File: config.mk
export PLATFORM = sky130hd
export DESIGN_NAME = apb3_master_sequencer
export DESIGN_NICKNAME = d
export VERILOG_FILES = /design/src/rtl/apb3_master_sequencer.sv
export SDC_FILE = /design/constraint.sdc
export NUM_CORES = 1
export LEC_CHECK = 0
export BUFFER_PORTS_ARGS = -buffer_cell sky130_fd_sc_hd__buf_4
export CAP_MARGIN = 40
export CORE_MARGIN = 4
export CORE_UTILIZATION = 30
export CTS_CLUSTER_DIAMETER = 200
export DETAILED_ROUTE_END_ITERATION = 7
export GPL_TIMING_DRIVEN = 0
export PLACE_DENSITY = 0.57
export SLEW_MARGIN = 20
export SYNTH_ARGS = -nofsm -noshare
export SYNTH_HDL_FRONTEND = slang
export SYNTH_SLANG_ARGS = --single-unit
export TNS_END_PERCENT = 50
File: constraint.sdc
create_clock -name PCLK -period 2.5 [get_ports PCLK]
set_clock_uncertainty 0.05 [all_clocks]
set_input_delay 0.375 -clock PCLK [delete_from_list [all_inputs] [get_ports PCLK]]
set_output_delay 0.375 -clock PCLK [all_outputs]
set_load 0.05 [all_outputs]
File: src/rtl/apb3_master_sequencer.sv
// APB3 master sequencer: one request in, one SETUP/ACCESS transfer, one response out.
// Optional ACCESS-phase timeout abort is enabled by defining APB3_MASTER_TIMEOUT_EN.
module apb3_master_sequencer #(
  parameter int ADDR_WIDTH     = 32,
  parameter int SLOT_SHIFT     = 24,
  parameter int TIMEOUT_CYCLES = 256
) (
  input  logic                  PCLK,
  input  logic                  PRESETN,
  input  logic                  req_valid,
  output logic                  req_ready,
  input  logic                  req_write,
  input  logic [ADDR_WIDTH-1:0] req_addr,
  input  logic [31:0]           req_wdata,
  output logic                  rsp_valid,
  output logic [31:0]           rsp_rdata,
  output logic                  rsp_err,
  output logic [16:0]           PSEL,
  output logic                  PENABLE,
  output logic [ADDR_WIDTH-1:0] PADDR,
  output logic                  PWRITE,
  output logic [31:0]           PWDATA,
  input  logic                  PREADY,
  input  logic                  PSLVERR,
  input  logic [31:0]           PRDATA
);

  localparam logic [1:0] S_IDLE   = 2'd0;
  localparam logic [1:0] S_SETUP  = 2'd1;
  localparam logic [1:0] S_ACCESS = 2'd2;

  if (TIMEOUT_CYCLES < 1) begin : g_bad_timeout
    $error("TIMEOUT_CYCLES must be at least 1");
  end

  logic [1:0]            state_q, state_d;
  logic [16:0]           psel_q, psel_d;
  logic                  penable_q, penable_d;
  logic [ADDR_WIDTH-1:0] paddr_q, paddr_d;
  logic                  pwrite_q, pwrite_d;
  logic [31:0]           pwdata_q, pwdata_d;
  logic                  rsp_valid_q, rsp_valid_d;
  logic [31:0]           rsp_rdata_q, rsp_rdata_d;
  logic                  rsp_err_q, rsp_err_d;
  logic [4:0]            slot;
  logic                  accept;

`ifdef APB3_MASTER_TIMEOUT_EN
  localparam int CW = $clog2(TIMEOUT_CYCLES + 1);
  logic [CW-1:0] cnt_q, cnt_d;
`endif

  assign slot      = req_addr[SLOT_SHIFT+4:SLOT_SHIFT];
  assign req_ready = PRESETN && (state_q == S_IDLE);
  assign accept    = req_valid && req_ready;

  assign PSEL      = psel_q;
  assign PENABLE   = penable_q;
  assign PADDR     = paddr_q;
  assign PWRITE    = pwrite_q;
  assign PWDATA    = pwdata_q;
  assign rsp_valid = rsp_valid_q;
  assign rsp_rdata = rsp_rdata_q;
  assign rsp_err   = rsp_err_q;

  // Next-state and output-register computation for the transfer FSM.
  always_comb begin
    state_d     = state_q;
    psel_d      = psel_q;
    penable_d   = penable_q;
    paddr_d     = paddr_q;
    pwrite_d    = pwrite_q;
    pwdata_d    = pwdata_q;
    rsp_valid_d = 1'b0;
    rsp_rdata_d = '0;
    rsp_err_d   = 1'b0;
`ifdef APB3_MASTER_TIMEOUT_EN
    cnt_d       = cnt_q;
`endif
    unique case (state_q)
      S_IDLE: begin
        if (accept) begin
          if (slot > 5'd16) begin
            rsp_valid_d = 1'b1;
            rsp_err_d   = 1'b1;
          end else begin
            state_d  = S_SETUP;
            psel_d   = 17'd1 << slot;
            paddr_d  = req_addr;
            pwrite_d = req_write;
            pwdata_d = req_wdata;
`ifdef APB3_MASTER_TIMEOUT_EN
            cnt_d    = '0;
`endif
          end
        end
      end
      S_SETUP: begin
        state_d   = S_ACCESS;
        penable_d = 1'b1;
      end
      S_ACCESS: begin
        if (PREADY) begin
          state_d     = S_IDLE;
          psel_d      = '0;
          penable_d   = 1'b0;
          rsp_valid_d = 1'b1;
          rsp_err_d   = PSLVERR;
          rsp_rdata_d = (pwrite_q || PSLVERR) ? 32'd0 : PRDATA;
        end
`ifdef APB3_MASTER_TIMEOUT_EN
        else if (cnt_q == CW'(TIMEOUT_CYCLES - 1)) begin
          state_d     = S_IDLE;
          psel_d      = '0;
          penable_d   = 1'b0;
          rsp_valid_d = 1'b1;
          rsp_err_d   = 1'b1;
        end else begin
          cnt_d = cnt_q + 1'b1;
        end
`endif
      end
      default: begin
        state_d   = S_IDLE;
        psel_d    = '0;
        penable_d = 1'b0;
      end
    endcase
  end

  // State and registered APB/response outputs; reset forces everything to 0.
  always_ff @(posedge PCLK or negedge PRESETN) begin
    if (!PRESETN) begin
      state_q     <= S_IDLE;
      psel_q      <= '0;
      penable_q   <= 1'b0;
      paddr_q     <= '0;
      pwrite_q    <= 1'b0;
      pwdata_q    <= '0;
      rsp_valid_q <= 1'b0;
      rsp_rdata_q <= '0;
      rsp_err_q   <= 1'b0;
    end else begin
      state_q     <= state_d;
      psel_q      <= psel_d;
      penable_q   <= penable_d;
      paddr_q     <= paddr_d;
      pwrite_q    <= pwrite_d;
      pwdata_q    <= pwdata_d;
      rsp_valid_q <= rsp_valid_d;
      rsp_rdata_q <= rsp_rdata_d;
      rsp_err_q   <= rsp_err_d;
    end
  end

`ifdef APB3_MASTER_TIMEOUT_EN
  // Wait-state counter for the ACCESS-phase abort.
  always_ff @(posedge PCLK or negedge PRESETN) begin
    if (!PRESETN) cnt_q <= '0;
    else          cnt_q <= cnt_d;
  end
`endif

endmodule

# == Yosys cells after proc, flatten, opt, wreduce, memory -nomap -nowiden ==
# Cells that the tools add are included.
# classes
n_eq_ne,5
n_bitwise,3
order_cmp,1
addsub,0
muxes,19
div_mod_pow,0
shift,1
n_reduce_logical,8
mul,0
# op_table
cell,count
$mux 32,3
$mux 17,3
$pmux 17 s3,1
$shl 1x5->17 const A,1
$mux 2,3
$ne 2x2->1 const B,3
$pmux 2 s3,1
$reduce_and 3->1,2
$gt 5x5->1 const B,1
$mux 1,5
$pmux 1 s2,2
$reduce_and 4->1,1
$not 1->1,3
$pmux 1 s3,1
$eq 2x1->1 const B,1
$eq 2x2->1 const B,1
$logic_and 1x1->1,2
$logic_not 2->1,1
$reduce_and 2->1,1
$logic_or 1x1->1,1
# totals
wordCells,46
input_bits,102
register_bits,119
rom_bits,0
memories,0
ram_bits,0
latchBits,0
out_inout_bits,118

# == Logic depth before layout (Yosys ltp) ==
# Gate-level depths: netlist of the first run.
# logic_depth
depth_word,5
depth_mapped,5
mapped_depth_nobuf,4

# == Least setup slack after synthesis of the first run ==
# OpenSTA, ideal clock, no wires.
# synth_timing
path_kind,input port to flip-flop
start,in req_addr[24]
end,"reg psel_q[10], in the netlist PSEL[10]"
path_buffers,2
required_time_ps,2325
cell_stages,5
setup_time_ps,125
arrival_ps,1703
slack_ps,622
path_cell_list,buf_6 o41a_1 a22oi_4 buf_12 mux2_4
# synth_via
elab_chain_len,4
elab_cells_between_ends,7
cone_classes,order compare (1); eq/ne (1); shift (1); mux (3); reduce/logical (1)
# synth_rtl
element,line_no,text
from (decl),13,"input logic [ADDR_WIDTH-1:0] req_addr,"
branches (longest 4 deep; another with $gt 5x5->1),n/a,
to (signal assigned),145,psel_q <= psel_d;
to (decl),37,"logic [16:0] psel_q, psel_d;"
# Parallel ways; which one is timed is not known. The select of a mux whose other input is x is not followed.
# A chain may end at the register's enable or synchronous reset.

# == Final worst setup path of the first run ==
# layout_timing
start,reg state_q[1]
end,"reg pwdata_q[28], in the netlist PWDATA[28]"
# layout_via
elab_chain_len,4
# layout_rtl
element,line_no,text
from (decl),36,"logic [1:0] state_q, state_d;"
from (signal assigned),144,state_q <= state_d;
$logic_not 2->1 (*),"54, 80",
$logic_and 1x1->1,54,assign req_ready = PRESETN && (state_q == S_IDLE);
$logic_and 1x1->1,55,assign accept = req_valid && req_ready;
$reduce_and 3->1 (no source line) (*),n/a,
to (signal assigned),149,pwdata_q <= pwdata_d;
to (decl),41,"logic [31:0] pwdata_q, pwdata_d;"
# Mark *: on every way between the ends. The rest lies on a longest branch, timed or not.

==> results.json, run 1 <==
{
  "status": "finished, final reports clean",
  "cts_inserted_buffers": 17,
  "rsz0062_at_grt": "no",
  "drt_wl_total_um": 11900,
  "worst_ep_required_time_ns": 2.73,
  "syn-instance-count": 301,
  "layout_common_cells": "218 x buf_4, 119 x dfrtp_1, 69 x mux2_2, 33 x and2_1, 17 x clkbuf_16",
  "end_kind": "flip-flop",
  "synth_area_leaders": "dfrtp_1 65%, mux2_2 17%, and2_1 4.5%, buf_6 2.0%, mux2_4 1.6%",
  "synth_area_leader_cell": "dfrtp_1",
  "ys_seq_area_frac": 0.652,
  "h-tree-depth": 4,
  "tns_ns": 0,
  "core-area_sq_um": 14700,
  "synth_xor_xnor_area_share": 0,
  "antenna_found_initial": 0,
  "path_cells": "nor4bb_1 -> nand2_1 -> inv_2 -> buf_6 -> mux2_2",
  "clk_path_buf_depth": 2,
  "cp.buffers_inverters": 2,
  "grt_util_all_layers": 0.142,
  "cp.arrival_ns": 2.46,
  "yosys_warnings": 0,
  "slowest_stage": "nor4bb_1",
  "grt_first_pass_wirelength_um": 19400,
  "max_freq_mhz": 448,
  "avgRoutedWirePerCell_um": 16.1,
  "slew_headroom": 0.499,
  "die_h_um": 131,
  "vias": 3287,
  "hpwl_um": 8960,
  "critPathTopFamily": "simple AND/OR/NAND/NOR gates",
  "final_nets": 644,
  "finalHoldViolCount": 0,
  "grt_start_max_net_pins": 67,
  "root_buffer": "clkbuf_16",
  "syn2layout_area_growth_pct": 55.8,
  "die_x_um": 131,
  "syn_area_per_cell_sq_um": 15.2,
  "worst_slew_pin_slew_ns": 0.749,
  "synth_cell_types": 33,
  "clk_pin_slew_ns": 0.05,
  "fin_area_sq_um": 7120,
  "synth_fp_nets": 403,
  "min_path_type": "input port to flip-flop",
  "drtAntennaViolNets": 0,
  "cp_slowest_stage_delay_ns": 0.51,
  "layout_commonest_cell": "buf_4",
  "grt_pass1_vias": 3688,
  "synth-compound-area-share": 0.0255,
  "drive_above_1_share": 0.606,
  "max-cap-violations": 0,
  "setup_slack_ns": 0.268,
  "insertion_delay_ns": 0.40,
  "finalCritPeriodShare": 0.893,
  "cts_resized": 0,
  "ys_ff_latch": 119,
  "synth_top_family_by_area": "multiplexers",
  "powerDensity_nw_per_um2": 1010,
  "cts_tree": "built",
  "die-area_sq_um": 17300,
  "synthMuxAreaShare": 0.198,
  "crit_path_start_kind": "flip-flop",
  "gp_congestion": 0.745,
  "slew_viol_final": 0,
  "criticalPathCategory": "flip-flop to flip-flop",
  "grt_remaining_overflow": 0,
  "io_buffers": 219,
  "leakagePower_nw": 3.56,
  "diodes": 0,
  "finalSetupViolations": 0,
  "cp_max_fo": 10,
  "dp_slack_ns": -0.337,
  "viasPerCell": 4.45,
  "initial_core_util": 0.311,
  "detail_route.first_pass.iterations": 6,
  "fin_crit_ns": 2.23,
  "synth-simple-area-share": 0.0893,
  "synth.top_cell.area_share": 0.652,
  "drt_iter0_drc": 75,
  "ios": 220,
  "ir_drop_uv": 414,
  "num_rows": 44,
  "placed_area_sq_um": 6470,
  "cts.sinks": 119,
  "drcViolationCount": 0,
  "synthAdderAreaFrac": 0,
  "synth_area_sq_um": 4570
}
Yosys cell counts:
cell,instances
dfrtp_1,119
mux2_2,69
and2_1,33
and3_1,11
buf_6,8
inv_1,8
clkbuf_1,5
mux2_4,5
nor2_1,5
o21ai_0,5
mux2i_1,4
nand4_1,4
nor3_1,3
nand3b_1,2
nor2b_1,2
a21oi_1,1
a22oi_1,1
a22oi_4,1
and2b_1,1
buf_12,1
inv_2,1
mux2_1,1
nand2_1,1
nand4bb_1,1
nor3b_1,1
nor4_1,1
nor4bb_1,1
o211ai_1,1
o21a_1,1
o22a_1,1
o22ai_1,1
o41a_1,1
o41ai_2,1
what timing repair did:
item / 4_1_cts / 5_1_grt
buffers inserted: 0 / 0
hold endpoints to repair: 53 / 0
hold buffers: 2 / 0
metrics by stage:
stage / power (mW) / hold slack [ns] / std cells / util
detailed placement: 4.74 / 0.317 / 705 / 0.440
finish: 7.16 / 0.127 / 738 / 0.484
CTS: 7.28 / 0.101 / 738 / 0.484
floorplan: 3.91 / 0.0294 / 301 / -
global route: 7.47 / 0.105 / 738 / 0.484
global placement: 4.70 / 0.423 / 704 / 0.438
worst reg2reg max path, stage by stage, from the launching register on:
cell,delay [ns]
dfrtp_1,0.37
nor4bb_1,0.51
nand2_1,0.30
inv_2,0.32
buf_6,0.22
mux2_2,0.35
layout make-up:
cell class	instances	area [sq um]
Fill cell	1336	7580
Sequential cell	119	2980
Timing Repair Buffer	222	1710
Multi-Input combinational cell	159	1430
Clock buffer	23	488
Tap cell	184	230
Buffer	14	129
Clock inverter	8	120
Inverter	9	33.8
flip-flops by register name (all words and copies together), names as in the netlist:
signal and count:
PWDATA 32, rsp_valid 1, state_q 2, PWRITE 1
PSEL 17, PENABLE 1, rsp_rdata 32, PADDR 32
rsp_err 1
where the power goes:
part / internal (mW) / switching (mW)
Clock: 1.66 / 0.825
Sequential: 2.24 / 0.159
Combinational: 0.780 / 1.50
Total: 4.68 / 2.48
cells by family after synthesis:
| logic type | count (synthesis) |
|---|---|
| flops | 119 |
| buf+inv | 23 |
| simple gates | 66 |
| mux | 79 |
| compound gates | 14 |
metal layers:
metal	GRT usage	vias up	wire length (um)
li1	-	1530	-
met3	0.0772	12	1290
met2	0.225	147	5670
met5	0	-	0
met4	0.0525	0	168
met1	0.161	1598	4750
path summary, 6_finish.rpt:
check / start / endpoint / slack, ns / cells after the start
max: state_q[1]$_DFFE_PN0P_ / PWDATA[28]$_DFFE_PN0P_ / 0.27 / 5
min: PRDATA[19] / rsp_rdata[19]$_DFF_PN0_ / 0.13 / 2
max reg2reg: state_q[1]$_DFFE_PN0P_ / PWDATA[28]$_DFFE_PN0P_ / 0.27 / 5
min reg2reg: PADDR[28]$_DFFE_PN0P_ / PADDR[28]$_DFFE_PN0P_ / 0.45 / 1
max in group asynchronous: PRESETN / PWDATA[24]$_DFFE_PN0P_ / 1.40 / 3
min in group asynchronous: PRESETN / PSEL[9]$_DFFE_PN0P_ / 0.67 / 3
Note: power is estimated with default switching activity, not from simulation.
==> run 2, diff against run 1 <==
==> constraint.sdc (replaced) <==
create_clock -name PCLK -period 2.5 [get_ports PCLK]
set_clock_uncertainty 0.05 [all_clocks]
set_input_delay 0.5 -clock PCLK [delete_from_list [all_inputs] [get_ports PCLK]]
set_output_delay 0.5 -clock PCLK [all_outputs]
set_load 0.05 [all_outputs]
==> run 2 against run 1 <==
Setup slack improved by 0.036 ns. Cell count increased by 0.27%. Design area increased by 0.37%. Critical endpoint is now req_ready.
==> results.json, run 2 (synthesis results as in run 1) <==
{
  "drcViolationCount": 0,
  "die-area_sq_um": 17300,
  "detail_route.first_pass.iterations": 6,
  "clk_pin_slew_ns": 0.05,
  "worst_slew_pin_slew_ns": 0.743,
  "core-area_sq_um": 14700,
  "drt_wl_total_um": 12000,
  "gp_congestion": 0.745,
  "viasPerCell": 4.46,
  "io_buffers": 219,
  "grt_start_max_net_pins": 67,
  "ir_drop_uv": 414,
  "worst_ep_required_time_ns": 1.95,
  "ios": 220,
  "vias": 3300,
  "status": "finished, final reports clean",
  "power.net_switching_mw": 2.48,
  "cts_setup_buffers": 0,
  "setup_slack_ns": 0.304,
  "grt_remaining_overflow": 0,
  "combPwrFrac": 0.318,
  "die_x_um": 131,
  "syn2layout_area_growth_pct": 56.4,
  "final_nets": 646,
  "avgRoutedWirePerCell_um": 16.2,
  "total_power_mw": 7.17,
  "cts.sinks": 119,
  "dp_slack_ns": -0.462,
  "insertion_delay_ns": 0.40,
  "cp_max_fo": 10,
  "die_h_um": 131,
  "finalHoldViolCount": 0,
  "num_rows": 44,
  "max_freq_mhz": 455,
  "layout_commonest_cell": "buf_4",
  "cp.arrival_ns": 1.65,
  "grt_first_pass_wirelength_um": 19500,
  "hpwl_um": 8960,
  "root_buffer": "clkbuf_16",
  "clockPowerShare": 0.347,
  "initial_core_util": 0.311,
  "criticalPathCategory": "flip-flop to primary output",
  "clk_path_buf_depth": 2,
  "grt_pass1_vias": 3697,
  "max-cap-violations": 0,
  "drtAntennaViolNets": 0,
  "layout_common_cells": "218 x buf_4, 119 x dfrtp_1, 69 x mux2_2, 33 x and2_1, 17 x clkbuf_16",
  "p_sw_frac": 0.346,
  "cts_inserted_buffers": 17,
  "end_kind": "primary output",
  "finalSetupViolations": 0,
  "diodes": 0,
  "drt_iter0_drc": 78,
  "slew_viol_final": 0,
  "powerDensity_nw_per_um2": 1000,
  "finalCritPeriodShare": 0.879,
  "cts_tree": "built",
  "grt_util_all_layers": 0.142,
  "crit_path_start_kind": "flip-flop",
  "leakagePower_nw": 3.57,
  "drive_above_1_share": 0.606,
  "power_frac_seq": 0.335,
  "fin_crit_ns": 2.20,
  "antenna_found_initial": 0,
  "rsz0062_at_grt": "no",
  "slew_headroom": 0.504,
  "min_path_type": "input port to async pin",
  "p_int_mw": 4.69,
  "h-tree-depth": 4
}
==> run 2: cell types whose count changed in the layout (fill, tap and decap cells not counted), sizes merged <==
cell	before	now
dlygate4sd3	1	3
==> run 2: power by group through the flow <==
stage	Combinational, mW	Clock, mW	Sequential [mW]
3_3_place_gp	2.28	0	2.42
2_1_floorplan	0.380	0	3.53
3_5_place_dp	2.30	0	2.44
4_1_cts	2.31	2.56	2.41
5_1_grt	2.38	2.65	2.45
6_report	2.28	2.49	2.40
==> run 2: per-layer routing <==
layer  up-vias  wire length, um  GRT usage
li1       1535                -          -
met1      1606             4820      0.163
met2       147             5690      0.226
met3        12             1290     0.0776
met4         0              168     0.0525
met5         -                0          0
==> run 2: final timing paths <==
check / startpoint / to / slack, ns / cells after the start
max in group asynchronous: PRESETN / PADDR[26]$_DFFE_PN0P_ / 1.66 / 2
min in group PCLK: PRDATA[19] / rsp_rdata[19]$_DFF_PN0_ / 0.25 / 2
worst min register to register: PADDR[28]$_DFFE_PN0P_ / PADDR[28]$_DFFE_PN0P_ / 0.45 / 1
worst max-delay path: state_q[1]$_DFFE_PN0P_ / req_ready / 0.30 / 4
worst min-delay path: PRESETN / PENABLE$_DFFE_PN0P_ / 0.07 / 2
worst max register to register: state_q[1]$_DFFE_PN0P_ / PWDATA[28]$_DFFE_PN0P_ / 0.41 / 5
==> run 2: critical path, stage by stage (launching register included) <==
cell	delay, ns
dfrtp_1	0.38
clkbuf_1	0.20
nor2_1	0.30
and2_1	0.18
buf_4	0.19
==> run 2: repair_timing <==
action	4_1_cts	5_1_grt
hold buffers	4	0
endpoints found under the setup margin	37	0
resized for setup	1	0
endpoints found under the hold margin	1	0
==> run 2: cell type report <==
| type | instances | area, sq um |
|---|---|---|
| buffer | 14 | 129 |
| clock buffer | 23 | 488 |
| clock inverter | 8 | 120 |
| fill | 1336 | 7550 |
| inverter | 9 | 33.8 |
| multi-input combinational | 159 | 1430 |
| sequential | 119 | 2980 |
| tap | 184 | 230 |
| timing repair buffer | 224 | 1730 |
==> run 2: per-stage QoR <==
step	hold slack [ns]	utilization	setup TNS [ns]	std cells	instance area, sq um
floorplan	0.154	-	0	301	4570
global placement	0.423	0.438	-85.19	704	6440
detailed placement	0.442	0.440	-26.52	705	6470
CTS	0.0569	0.486	0	740	7150
global route	0.0699	0.486	0	740	7150
finish	0.0749	0.486	0	740	7150
==> run 3, diff against run 2 <==
- ABC_AREA: unset -> 1
- PLACE_DENSITY: 0.57 -> 0.59
- clock period: 2.5 -> 1.9 ns (I/O delays scaled with it)
==> run 3 against run 2 <==
The run now ends with hold timing left. Design area is 2.5% higher. Setup slack worse by 0.13 ns. Clock power is 38% higher. Register-to-register slack got worse by 0.13 ns. First-iteration DRC count is 100% higher. Hold slack worse by 0.18 ns. Critical endpoint unchanged.
==> results.json, run 3 <==
{
  "ys_ff_latch": 119,
  "core-area_sq_um": 15300,
  "avgRoutedWirePerCell_um": 14.4,
  "whs_ns": -0.107,
  "die_h_um": 134,
  "cts.sinks": 119,
  "insertion_delay_ns": 0.40,
  "grt_first_pass_wirelength_um": 22300,
  "synth-compound-area-share": 0.0383,
  "cp_max_fo": 59,
  "drt_iter0_drc": 158,
  "ios": 220,
  "max-cap-violations": 0,
  "drtAntennaViolNets": 0,
  "num_rows": 45,
  "final_nets": 840,
  "finalHoldViolCount": 57,
  "layout_commonest_cell": "buf_4",
  "cts_setup_buffers": 0,
  "synth.top_cell.area_share": 0.628,
  "synth_area_sq_um": 4740,
  "h-tree-depth": 4,
  "cts_inserted_buffers": 17,
  "synth_area_leader_cell": "dfrtp_1",
  "synth_cell_types": 20,
  "syn-instance-count": 499,
  "criticalPathCategory": "input port to primary output",
  "ys_seq_area_frac": 0.628,
  "synth_fp_nets": 601,
  "synthFlopType": "dfrtp_1",
  "gp_congestion": 0.870,
  "status": "finished with violations",
  "detail_route.first_pass.iterations": 4,
  "clk_pin_slew_ns": 0.05,
  "violations": "hold timing",
  "vias": 4186,
  "powerDensity_nw_per_um2": 1270,
  "synth-simple-area-share": 0.277,
  "slew_viol_final": 0,
  "cp.arrival_ns": 1.30,
  "synth_top_family_by_area": "simple AND/OR/NAND/NOR gates",
  "worst_slew_pin_slew_ns": 0.555,
  "synth_xor_xnor_area_share": 0,
  "die_x_um": 134,
  "initial_core_util": 0.310,
  "finalCritPeriodShare": 0.910,
  "syn2layout_area_growth_pct": 54.5,
  "postSynth.asyncResetShare": 1.00,
  "root_buffer": "clkbuf_16",
  "worst_ep_required_time_ns": 1.47,
  "crit_path_start_kind": "input port",
  "diodes": 0,
  "grt_pass1_vias": 4330,
  "synthAdderAreaFrac": 0,
  "slew_headroom": 0.630,
  "grt_remaining_overflow": 0,
  "yosys_warnings": 0,
  "die-area_sq_um": 17900,
  "rsz0062_at_grt": "no",
  "synthMuxAreaShare": 0,
  "hpwl_um": 10500,
  "min_path_type": "input port to async pin",
  "drt_wl_total_um": 13800,
  "synth_edf_count": 0,
  "drcViolationCount": 0,
  "total_power_mw": 9.30,
  "ir_drop_uv": 533,
  "drive_above_1_share": 0.379,
  "layout_common_cells": "227 x buf_4, 215 x nand2_1, 119 x dfrtp_1, 32 x nor3b_1",
  "max_freq_mhz": 578,
  "finalSetupViolations": 0,
  "grt_util_all_layers": 0.157,
  "synthMostInstantiatedCell": "nand2_1",
  "fin_util": 0.478,
  "antenna_found_initial": 0,
  "syn_area_per_cell_sq_um": 9.50,
  "grt_start_max_net_pins": 63,
  "io_buffers": 219,
  "end_kind": "primary output",
  "clk_path_buf_depth": 2,
  "viasPerCell": 4.35,
  "fin_crit_ns": 1.73,
  "leakagePower_nw": 4.00,
  "yosys-top-cells-count": "215 x nand2_1, 119 x dfrtp_1, 32 x nor3b_1",
  "cts_tree": "built",
  "synth_area_leaders": "dfrtp_1 63%, nand2_1 17%, nor3b_1 5.1%, o21bai_1 2.7%, nand3_1 2.6%"
}
[run 3: cell count changes after synthesis, sizes merged, moves of 9 or more]
cell    change
inv        +21
mux2       -75
nand3      +25
and3       -11
nor2       +16
and2       -33
nor3b      +31
nand2     +220
buf         +9
o21bai     +17
[run 3: layout make-up]
type	instances	area, sq um
fillers	1517	7990
clock buffers	21	470
multi-input cells	326	1490
plain buffers	24	154
well taps	211	264
repair buffers	220	1680
clock inverters	11	171
flip-flops and latches	119	2980
inverters	30	115
[run 3: critical path, cell delays in order]
cell and delay (ns):
clkbuf_8 0.40, inv_1 0.12, nor2_2 0.14, buf_4 0.21
[run 3: report_power, final]
group          total, mW  internal (mW)  leakage, nW  switching [mW]
clock               3.43           2.30        0.309            1.13
combinational       2.76          0.831         2.13            1.93
sequential          3.11           2.90         1.56           0.209
total               9.30           6.03         4.00            3.27
[run 3: metal layers]
| layer | vias up | track usage | share of wire |
|---|---|---|---|
| li1 | 2036 | - | - |
| met1 | 2002 | 0.191 | 0.41 |
| met2 | 136 | 0.258 | 0.50 |
| met3 | 12 | 0.0589 | 0.081 |
| met4 | 0 | 0.0531 | 0.011 |
| met5 | - | 0 | 0 |
[run 3: timing repair]
item / 4_1_cts / 5_1_grt
hold endpoints to repair: 57 / 57
setup endpoints to repair: 0 / 1
resized for setup: 0 / 1
[run 3: path summary, 6_finish.rpt]
| path | cells after the start | endpoint | slack [ns] | startpoint |
|---|---|---|---|---|
| max reg2reg | 4 | rsp_rdata[30]$_DFF_PN0_ | 0.28 | PWRITE$_DFFE_PN0P_ |
| max in group asynchronous | 2 | PADDR[6]$_DFFE_PN0P_ | 1.23 | PRESETN |
| min reg2reg | 2 | PADDR[22]$_DFFE_PN0P_ | 0.43 | PADDR[22]$_DFFE_PN0P_ |
| min | 1 | PSEL[16]$_DFFE_PN0P_ | -0.11 | PRESETN |
| max | 4 | req_ready | 0.17 | PRESETN |
| min in group PCLK | 3 | PWDATA[13]$_DFFE_PN0P_ | 0.12 | req_wdata[13] |
[run 3: logic make-up (layout without fill, tap and decap cells)]
family,after synthesis,after routing
DFF,119,119
and+or+nand+nor,301,301
buffers and inverters,54,306
AOI/OAI and AO/OA,25,25
[run 3: through the flow]
step / setup slack [ns] / hold slack (ns) / instances / area [sq um] / TNS [ns]
finish: 0.170 / -0.107 / 962 / 7320 / 0
global route: 0.0213 / -0.0717 / 962 / 7320 / 0
CTS: 0.0950 / -0.0893 / 962 / 7320 / 0
detailed placement: -0.181 / 0.352 / 930 / 6680 / -11.38
global placement: -0.907 / 0.412 / 929 / 6650 / -73.72
floorplan: 0.0952 / 0.0344 / 499 / 4740 / 0
